[config.mk]
export PLATFORM = sky130hd
export DESIGN_NAME = mb_arith_seq_flat
export DESIGN_NICKNAME = d
export VERILOG_FILES = /design/src/rtl/mb_arith_seq_pkg.sv /design/src/rtl/mb_arith_seq_if.sv /design/src/rtl/mb_arith_seq_adder8.sv /design/src/rtl/mb_arith_seq.sv /design/src/flat_wrapper.sv
export SDC_FILE = /design/constraint.sdc
export NUM_CORES = 1
export LEC_CHECK = 0
export CORE_MARGIN = 5
export CORE_UTILIZATION = 45
export DETAILED_ROUTE_END_ITERATION = 10
export PLACE_DENSITY = 0.74
export SKIP_LAST_GASP = 1
export SYNTH_ARGS = -nofsm -noshare
export SYNTH_HDL_FRONTEND = slang
export SYNTH_HIERARCHICAL = 1
export SYNTH_SLANG_ARGS = --single-unit
[constraint.sdc]
create_clock -name clk -period 9.5 [get_ports clk]
set_input_delay 2.85 -clock clk [delete_from_list [all_inputs] [get_ports clk]]
set_output_delay 2.85 -clock clk [all_outputs]
set_load 0.02 [all_outputs]
[src/rtl/mb_arith_seq_pkg.sv]
// Shared definitions for the multi-byte arithmetic sequencer.
//   op_e    : command opcodes; also used directly as the adder operand-mux select
//   state_e : sequencer FSM encodings
package mb_arith_seq_pkg;

    localparam int LEN_W_DEF = 3;

    // Opcodes double as the adder mux select, so the two can never drift apart.
    typedef enum logic [1:0] {
        OP_ADD = 2'd0,
        OP_SUB = 2'd1,
        OP_INC = 2'd2,
        OP_DEC = 2'd3
    } op_e;

    typedef enum logic [1:0] {
        IDLE  = 2'd0,
        RUN   = 2'd1,
        FLUSH = 2'd2,
        DONE  = 2'd3
    } state_e;

endpackage

[src/rtl/mb_arith_seq_if.sv]
// Bus bundle between the control unit (master) and the sequencer (slave).
//   cmd_*  : command channel (op, length-1) with valid/ready
//   in_*   : operand byte-pair stream, LSB first, valid/ready
//   out_*  : result byte stream with last marker, valid/ready
//   done / flag_* : one-cycle completion pulse with final C/DC/Z flags
interface mb_arith_seq_if
    import mb_arith_seq_pkg::*;
#(
    parameter int LEN_W = LEN_W_DEF
);
    logic             cmd_valid;
    logic             cmd_ready;
    op_e              cmd_op;
    logic [LEN_W-1:0] cmd_len;

    logic             in_valid;
    logic             in_ready;
    logic [7:0]       in_a;
    logic [7:0]       in_b;

    logic             out_valid;
    logic             out_ready;
    logic [7:0]       out_sum;
    logic             out_last;

    logic             done;
    logic             flag_c;
    logic             flag_dc;
    logic             flag_z;

    modport master (
        output cmd_valid, cmd_op, cmd_len, in_valid, in_a, in_b, out_ready,
        input  cmd_ready, in_ready, out_valid, out_sum, out_last,
               done, flag_c, flag_dc, flag_z
    );

    modport slave (
        input  cmd_valid, cmd_op, cmd_len, in_valid, in_a, in_b, out_ready,
        output cmd_ready, in_ready, out_valid, out_sum, out_last,
               done, flag_c, flag_dc, flag_z
    );

endinterface

[src/rtl/mb_arith_seq_adder8.sv]
// Combinational 8-bit ALU adder shared with the CPU datapath.
//   op_a_i   : operand A
//   op_b_i   : operand B (used by ADD/SUB selects only)
//   op_mux_i : B-side select: ADD=B, SUB=~B, INC=0 with forced carry-in, DEC=0xFF
//   sub_i    : carry-in (for SUB/DEC: 1 = no borrow pending)
//   sum_o    : 8-bit result
//   c_o      : carry out of bit 7
//   dc_o     : carry out of bit 3
module mb_arith_seq_adder8
    import mb_arith_seq_pkg::*;
(
    input  logic [7:0] op_a_i,
    input  logic [7:0] op_b_i,
    input  op_e        op_mux_i,
    input  logic       sub_i,
    output logic [7:0] sum_o,
    output logic       c_o,
    output logic       dc_o
);

    logic [7:0] b_eff;
    logic       cin;
    logic [8:0] full;
    logic [4:0] nib;

    always_comb begin
        b_eff = op_b_i;
        cin   = sub_i;
        case (op_mux_i)
            OP_ADD: begin b_eff = op_b_i;  cin = sub_i; end
            OP_SUB: begin b_eff = ~op_b_i; cin = sub_i; end
            OP_INC: begin b_eff = 8'h00;   cin = 1'b1;  end
            OP_DEC: begin b_eff = 8'hFF;   cin = sub_i; end
            default: begin b_eff = op_b_i; cin = sub_i; end
        endcase
    end

    assign full  = {1'b0, op_a_i} + {1'b0, b_eff} + {8'd0, cin};
    assign nib   = {1'b0, op_a_i[3:0]} + {1'b0, b_eff[3:0]} + {4'd0, cin};
    assign sum_o = full[7:0];
    assign c_o   = full[8];
    assign dc_o  = nib[4];

endmodule

[src/rtl/mb_arith_seq.sv]
// Multi-byte add/sub/inc/dec sequencer. Takes a command, streams operand byte
// pairs LSB first through the shared adder with carry chained byte to byte,
// streams result bytes out through a one-entry output register, then pulses
// done with the final C/DC/Z flags.
//   clk  : system clock, rising edge
//   rst  : asynchronous active-high reset
//   bus  : slave side of mb_arith_seq_if (cmd / in / out / done+flags)
//
//   state | meaning
//   IDLE  | waiting for a command (cmd_ready=1)
//   RUN   | accepting operand bytes, producing result bytes
//   FLUSH | last byte computed, waiting for it to be taken
//   DONE  | one-cycle done pulse with flags
module mb_arith_seq
    import mb_arith_seq_pkg::*;
#(
    parameter int LEN_W = LEN_W_DEF
)(
    input  logic          clk,
    input  logic          rst,
    mb_arith_seq_if.slave bus
);

    state_e           state_q, state_d;
    op_e              op_q, op_d;
    logic [LEN_W-1:0] len_q, len_d;
    logic [LEN_W-1:0] cnt_q, cnt_d;
    logic             carry_q, carry_d;
    logic             dc_q, dc_d;
    logic             z_q, z_d;
    logic             ov_q, ov_d;
    logic [7:0]       sum_q, sum_d;
    logic             last_q, last_d;

    op_e              add_mux;
    logic [7:0]       add_b;
    logic             add_sub;
    logic [7:0]       add_sum;
    logic             add_c;
    logic             add_dc;

    logic             first;
    logic             is_last;
    logic             cmd_ready;
    logic             in_ready;
    logic             take;
    logic             beat;

    mb_arith_seq_adder8 u_adder8 (
        .op_a_i   (bus.in_a),
        .op_b_i   (add_b),
        .op_mux_i (add_mux),
        .sub_i    (add_sub),
        .sum_o    (add_sum),
        .c_o      (add_c),
        .dc_o     (add_dc)
    );

    assign first     = (cnt_q == '0);
    assign is_last   = (cnt_q == len_q);
    assign cmd_ready = (state_q == IDLE);
    // Output register frees up in the same cycle it is taken, so a take and
    // a new beat can coincide without a bubble.
    assign in_ready  = (state_q == RUN) && (!ov_q || bus.out_ready);
    assign take      = ov_q && bus.out_ready;
    assign beat      = bus.in_valid && in_ready;

    // Adder drive: the first byte seeds the chain (SUB needs carry-in 1 for
    // two's complement, INC uses the +1 select); later bytes just propagate
    // carry_q. INC becomes a plain ADD of zero after the first byte.
    always_comb begin
        add_mux = OP_ADD;
        add_b   = bus.in_b;
        add_sub = 1'b0;
        case (op_q)
            OP_ADD: begin
                add_sub = first ? 1'b0 : carry_q;
            end
            OP_SUB: begin
                add_mux = OP_SUB;
                add_sub = first ? 1'b1 : carry_q;
            end
            OP_INC: begin
                add_b = 8'h00;
                if (first) begin
                    add_mux = OP_INC;
                    add_sub = 1'b0;
                end else begin
                    add_mux = OP_ADD;
                    add_sub = carry_q;
                end
            end
            OP_DEC: begin
                add_mux = OP_DEC;
                add_b   = 8'hFF;
                add_sub = first ? 1'b0 : carry_q;
            end
            default: begin
                add_mux = OP_ADD;
            end
        endcase
    end

    always_comb begin
        state_d = state_q;
        op_d    = op_q;
        len_d   = len_q;
        cnt_d   = cnt_q;
        carry_d = carry_q;
        dc_d    = dc_q;
        z_d     = z_q;
        ov_d    = ov_q;
        sum_d   = sum_q;
        last_d  = last_q;

        if (take) begin
            ov_d = 1'b0;
        end

        case (state_q)
            IDLE: begin
                if (bus.cmd_valid) begin
                    op_d    = bus.cmd_op;
                    len_d   = bus.cmd_len;
                    cnt_d   = '0;
                    z_d     = 1'b1;
                    carry_d = 1'b0;
                    dc_d    = 1'b0;
                    state_d = RUN;
                end
            end
            RUN: begin
                if (beat) begin
                    ov_d    = 1'b1;
                    sum_d   = add_sum;
                    last_d  = is_last;
                    carry_d = add_c;
                    dc_d    = add_dc;
                    z_d     = z_q && (add_sum == 8'h00);
                    // Counter stops at len so it can never wrap at max length.
                    if (is_last) begin
                        state_d = FLUSH;
                    end else begin
                        cnt_d = cnt_q + 1'b1;
                    end
                end
            end
            FLUSH: begin
                if (take) begin
                    state_d = DONE;
                end
            end
            DONE: begin
                state_d = IDLE;
            end
            default: begin
                state_d = IDLE;
            end
        endcase
    end

    always_ff @(posedge clk or posedge rst) begin
        if (rst) begin
            state_q <= IDLE;
            op_q    <= OP_ADD;
            len_q   <= '0;
            cnt_q   <= '0;
            carry_q <= 1'b0;
            dc_q    <= 1'b0;
            z_q     <= 1'b0;
            ov_q    <= 1'b0;
            sum_q   <= 8'h00;
            last_q  <= 1'b0;
        end else begin
            state_q <= state_d;
            op_q    <= op_d;
            len_q   <= len_d;
            cnt_q   <= cnt_d;
            carry_q <= carry_d;
            dc_q    <= dc_d;
            z_q     <= z_d;
            ov_q    <= ov_d;
            sum_q   <= sum_d;
            last_q  <= last_d;
        end
    end

    assign bus.cmd_ready = cmd_ready;
    assign bus.in_ready  = in_ready;
    assign bus.out_valid = ov_q;
    assign bus.out_sum   = sum_q;
    assign bus.out_last  = last_q;
    assign bus.done      = (state_q == DONE);
    // Flags are only meaningful alongside done; held low otherwise.
    assign bus.flag_c    = (state_q == DONE) && carry_q;
    assign bus.flag_dc   = (state_q == DONE) && dc_q;
    assign bus.flag_z    = (state_q == DONE) && z_q;

endmodule

[src/flat_wrapper.sv]
// flat-port wrapper written by rule: the top's interface ports become plain ports
module mb_arith_seq_flat import mb_arith_seq_pkg::*;
#(
    parameter int LEN_W = LEN_W_DEF
)
  (clk, rst, bus_cmd_valid, bus_cmd_op, bus_cmd_len, bus_in_valid, bus_in_a, bus_in_b, bus_out_ready, bus_cmd_ready, bus_in_ready, bus_out_valid, bus_out_sum, bus_out_last, bus_done, bus_flag_c, bus_flag_dc, bus_flag_z);
  mb_arith_seq_if #(.LEN_W(LEN_W)) bus_i ();
  input  logic clk;
  input  logic rst;
  input wire logic [$bits(bus_i.cmd_valid)-1:0] bus_cmd_valid;
  input wire logic [$bits(bus_i.cmd_op)-1:0] bus_cmd_op;
  input wire logic [$bits(bus_i.cmd_len)-1:0] bus_cmd_len;
  input wire logic [$bits(bus_i.in_valid)-1:0] bus_in_valid;
  input wire logic [$bits(bus_i.in_a)-1:0] bus_in_a;
  input wire logic [$bits(bus_i.in_b)-1:0] bus_in_b;
  input wire logic [$bits(bus_i.out_ready)-1:0] bus_out_ready;
  output wire logic [$bits(bus_i.cmd_ready)-1:0] bus_cmd_ready;
  output wire logic [$bits(bus_i.in_ready)-1:0] bus_in_ready;
  output wire logic [$bits(bus_i.out_valid)-1:0] bus_out_valid;
  output wire logic [$bits(bus_i.out_sum)-1:0] bus_out_sum;
  output wire logic [$bits(bus_i.out_last)-1:0] bus_out_last;
  output wire logic [$bits(bus_i.done)-1:0] bus_done;
  output wire logic [$bits(bus_i.flag_c)-1:0] bus_flag_c;
  output wire logic [$bits(bus_i.flag_dc)-1:0] bus_flag_dc;
  output wire logic [$bits(bus_i.flag_z)-1:0] bus_flag_z;
  assign bus_i.cmd_valid = bus_cmd_valid;
  assign bus_i.cmd_op = bus_cmd_op;
  assign bus_i.cmd_len = bus_cmd_len;
  assign bus_i.in_valid = bus_in_valid;
  assign bus_i.in_a = bus_in_a;
  assign bus_i.in_b = bus_in_b;
  assign bus_i.out_ready = bus_out_ready;
  assign bus_cmd_ready = bus_i.cmd_ready;
  assign bus_in_ready = bus_i.in_ready;
  assign bus_out_valid = bus_i.out_valid;
  assign bus_out_sum = bus_i.out_sum;
  assign bus_out_last = bus_i.out_last;
  assign bus_done = bus_i.done;
  assign bus_flag_c = bus_i.flag_c;
  assign bus_flag_dc = bus_i.flag_dc;
  assign bus_flag_z = bus_i.flag_z;
  mb_arith_seq #(.LEN_W(LEN_W)) u_core (.clk(clk), .rst(rst), .bus(bus_i));
endmodule
# Yosys cells after proc, flatten, opt, wreduce, memory -nomap -nowiden
# Index checks and enable logic that the tools add are counted.
# totals
wordCells,81
inputBits,26
regBits,23
# op_classes
muxes,28
eq_ne,15
bitwise,1
reduce_logical,22
addsub,5
# ops
operator,n
one-hot mux 8 bit (4 select lines),1
one-hot mux 8 bit (2 select lines),1
"equality test 2 bit, second input constant",6
two-way mux 1 bit,10
two-way mux 2 bit,5
one-hot mux 1 bit (2 select lines),5
adder 8 x 8 -> 9 bit,1
adder 9 x 1 -> 9 bit,1
two-way mux 3 bit,3
zero test 8 bit,1
inverter 8 bit,1
one-hot mux 2 bit (4 select lines),1
AND reduction 4 bit,2
logical AND 1 bit,7
"equality test 2 x 1 -> 1 bit, second input constant",3
zero test 2 bit,3
"inequality test 2 x 1 -> 1 bit, second input constant",3
one-hot mux 2 bit (3 select lines),1
one-hot mux 3 bit (2 select lines),1
OR reduction 3 bit,2
adder 4 x 4 -> 5 bit,1
adder 5 x 1 -> 5 bit,1
"inequality test 2 bit, second input constant",2
AND reduction 2 bit,2
other kinds (7),7

# Depth between registers and ports, before layout
# depth
depth_word,11
ltp_mapped,18
mapped_depth_nobuf,18

# Hierarchy
# The synthesis kept the hierarchy.
# by_module_without_submodules
mod,area_per_inst_um2,cells_per_inst,n_inst,seq_area_each_um2
mb_arith_seq,1255.0,117,1,575.6
mb_arith_seq_adder8,465.4,57,1,0.0

# Least setup slack after synthesis
# OpenSTA, ideal clock, no wires.
# synth_timing
kind,input-to-output
start,input port bus_out_ready
end,output port bus_in_ready
slack_ns,3.285
t_arrival_ns,3.365
path_buffers,0
stages,2
t_required_ns,6.650
path_cell_list,and2b_1 > nor2_1
# synth_via
elab_chain_cells,2
# synth_lines
element,line_no,source
from (decl),flat_wrapper.sv:16,input wire logic [$bits(bus_i.out_ready)-1:0] bus_out_ready;
logical OR 1 bit,mb_arith_seq.sv:64,assign in_ready = (state_q == RUN) && (!ov_q || bus.out_ready);
logical AND 1 bit,mb_arith_seq.sv:64,
to (decl),flat_wrapper.sv:18,output wire logic [$bits(bus_i.in_ready)-1:0] bus_in_ready;
# No other way between the ends.

# Worst setup path after layout
# Ends and elaborated chain as after synthesis.

==> impl_metrics.ini <==
[cts]
clock_latency_ps = 260
cts_buffer_depth = 2
clock_sinks = 23
cts_resized = 0
htree_levels = 1
cts_setup_buffers = 0
cts_buffers = 3
cts_hold_buffers = 0
root_buffer = clkbuf_8
cts_tree = built
clk_pin_slew_ps = 70

[critical_path]
critPathKind = input port to primary output
cp_cell_sequence = clkdlybuf4s50_1 > and2b_1 > nor2_1 > clkdlybuf4s50_1
crit_top_cell = clkdlybuf4s50_1
start_kind = input port
cp_slowest_stage_delay_ps = 610
crit_arrival_ps = 4310
end_kind = primary output
critPathMaxFanout = 4
slowest_stage = clkdlybuf4s50_1
worstPathRequired_ps = 6650

[final_layout]
n_fill_cell = 340
mostFrequentLayoutCells = clkdlybuf4s50_1 (41), dfrtp_1 (23), inv_1 (20)
drive_gt1_share_pct = 14.3
multi_input_area_sq_um = 1050
regArea_sq_um = 576
fin_cells = 265
n_antenna_cell = 0
finalNetCount = 259
synthToLayoutAreaGrowth_pct = 29.5
layout_commonest_cell = clkdlybuf4s50_1

[routing]
via_per_inst = 4.94
wl_per_cell_um = 12.1
vias = 1309
drc = 0
drtAntennaViolNets = 0
drt-total-wl_um = 3200
drt-pass1-iter-count = 4
drt_iter0_drc = 58

[yosys]
synth-seq-cells = 23
netlist_area_sq_um = 1720
async_flop_share_pct = 100
synth-edff-count = 0
synthFlopType = dfrtp_1
synthCells = 174
ys_seq_area_share_pct = 33.5
yosys_warnings = 6
synth_nets = 215
synth_cell_types = 42
syn_avg_cell_area_sq_um = 9.89

[die]
die_y_um = 71.8
ios = 42
die_area_sq_um = 5160
die_w_um = 71.8
start_util_pct = 46.6
row_count = 22
core_sq_um = 3690

[global_route]
gr-total-overflow = 0
track_usage_pct = 13.4
grt_pass1_wl_um = 5610
antenna_found_initial = 0
grt_pass1_vias = 1267
grt_max_degree = 24

[sta]
fin_skew_ps = 1.41
setup_tns_ps = 0
max_freq_mhz = 140
drv_slew = 0
worst_pin_slew_ps = 887
layout_min_cycle_time_ps = 7160
min_period_over_period_pct = 75.3
slew_headroom_pct = 40.8
hold_viol = 0
rsz0062_at_grt = no
setup_violations = 0

[power]
p_total_w = 0.000885
peakVddDrop_mv = 0.148
leakagePower_nw = 0.982
p_per_area_nw_per_um2 = 397

[placement]
dp_hpwl_um = 2670
gp_congestion = 0.839
io_buffers = 41
dp.cells = 261

[run_status]
status = completed

[job]
drv_cap = 0

[hold_path]
hold_class = flop to flop
[through the flow]
stage	hold WS, ps	utilization [%]	setup WS [ps]	cell area [sq um]
after floorplan	458	-	3290	1720
after global placement	490	59.2	2360	2180
after global routing	536	60.4	2290	2230
after CTS	517	60.4	2330	2230
final	509	60.4	2340	2230
after detailed placement	494	59.2	2330	2180
[final cells by class]
class | count | share of cell area (%)
clock buffers | 4 | 2.02
multi-input cells | 127 | 47.3
well taps | 48 | 2.70
inverters | 22 | 3.71
repair buffers | 41 | 18.4
flip-flops and latches | 23 | 25.8
[logic make-up after synthesis]
group | after synthesis | share of synthesized area (%)
mux | 15 | 9.82
xor+xnor | 17 | 8.65
simple gates | 41 | 15.7
fa+ha+maj | 15 | 11.8
buf+inv | 24 | 5.24
compound gates | 39 | 15.3
flops | 23 | 33.5
[final timing paths]
kind,startpoint,to,slack (ps),cells after the start
worst max-delay path,bus_out_ready,bus_in_ready,2340,4
worst min register to register,u_core/bus.out_sum[7],u_core/bus.out_sum[7],510,1
max in group asynchronous,rst,u_core/bus.out_sum[3],5880,2
worst max register to register,u_core/cnt_q[0],u_core/z_q,5810,16
min in group asynchronous,rst,u_core/len_q[2],3080,2
worst min-delay path,u_core/bus.out_sum[7],u_core/bus.out_sum[7],510,1
[synth_stat cells (3+ instances only)]
cell type | count | area share (%)
mux2_2 | 15 | 9.8
nand2_1 | 4 | 0.87
nand2b_1 | 3 | 1.1
xor2_1 | 4 | 2.0
and2_1 | 4 | 1.5
dfrtp_1 | 23 | 33
o21ai_0 | 12 | 3.5
xnor2_1 | 13 | 6.6
a21oi_1 | 9 | 2.6
nor2_1 | 5 | 1.1
ha_1 | 13 | 9.5
nor2b_1 | 9 | 3.3
inv_1 | 20 | 4.4
o31ai_1 | 3 | 1.3
[power breakdown]
part | internal [W] | switching (W) | total, W
combinational | 0.000320 | 0.000325 | 0.000645
sequential | 0.000144 | 0.0000374 | 0.000181
clock | 0.0000299 | 0.0000285 | 0.0000584
total | 0.000494 | 0.000391 | 0.000885
[metal layers]
layer,global-route usage (%),up-vias,routed length (um)
li1,-,693,-
met1,18.6,587,1610
met2,20.8,27,1440
met3,2.81,2,127
met4,4.59,0,21
met5,0,-,0
[flip-flops by register name, indices dropped and copies added (netlist names)]
signal,count
u_core/bus.out_sum,8
u_core/cnt_q,3
u_core/carry_q,1
u_core/state_q,2
u_core/len_q,3
u_core/bus.out_last,1
u_core/op_q,2
u_core/z_q,1
u_core/bus.out_valid,1
u_core/dc_q,1
[worst max-delay path, delay by kind of cell]
family | cells | cell delay [ps]
simple gates | 2 | 360
buf+inv | 2 | 1090
(Power assumes the default switching activity.)
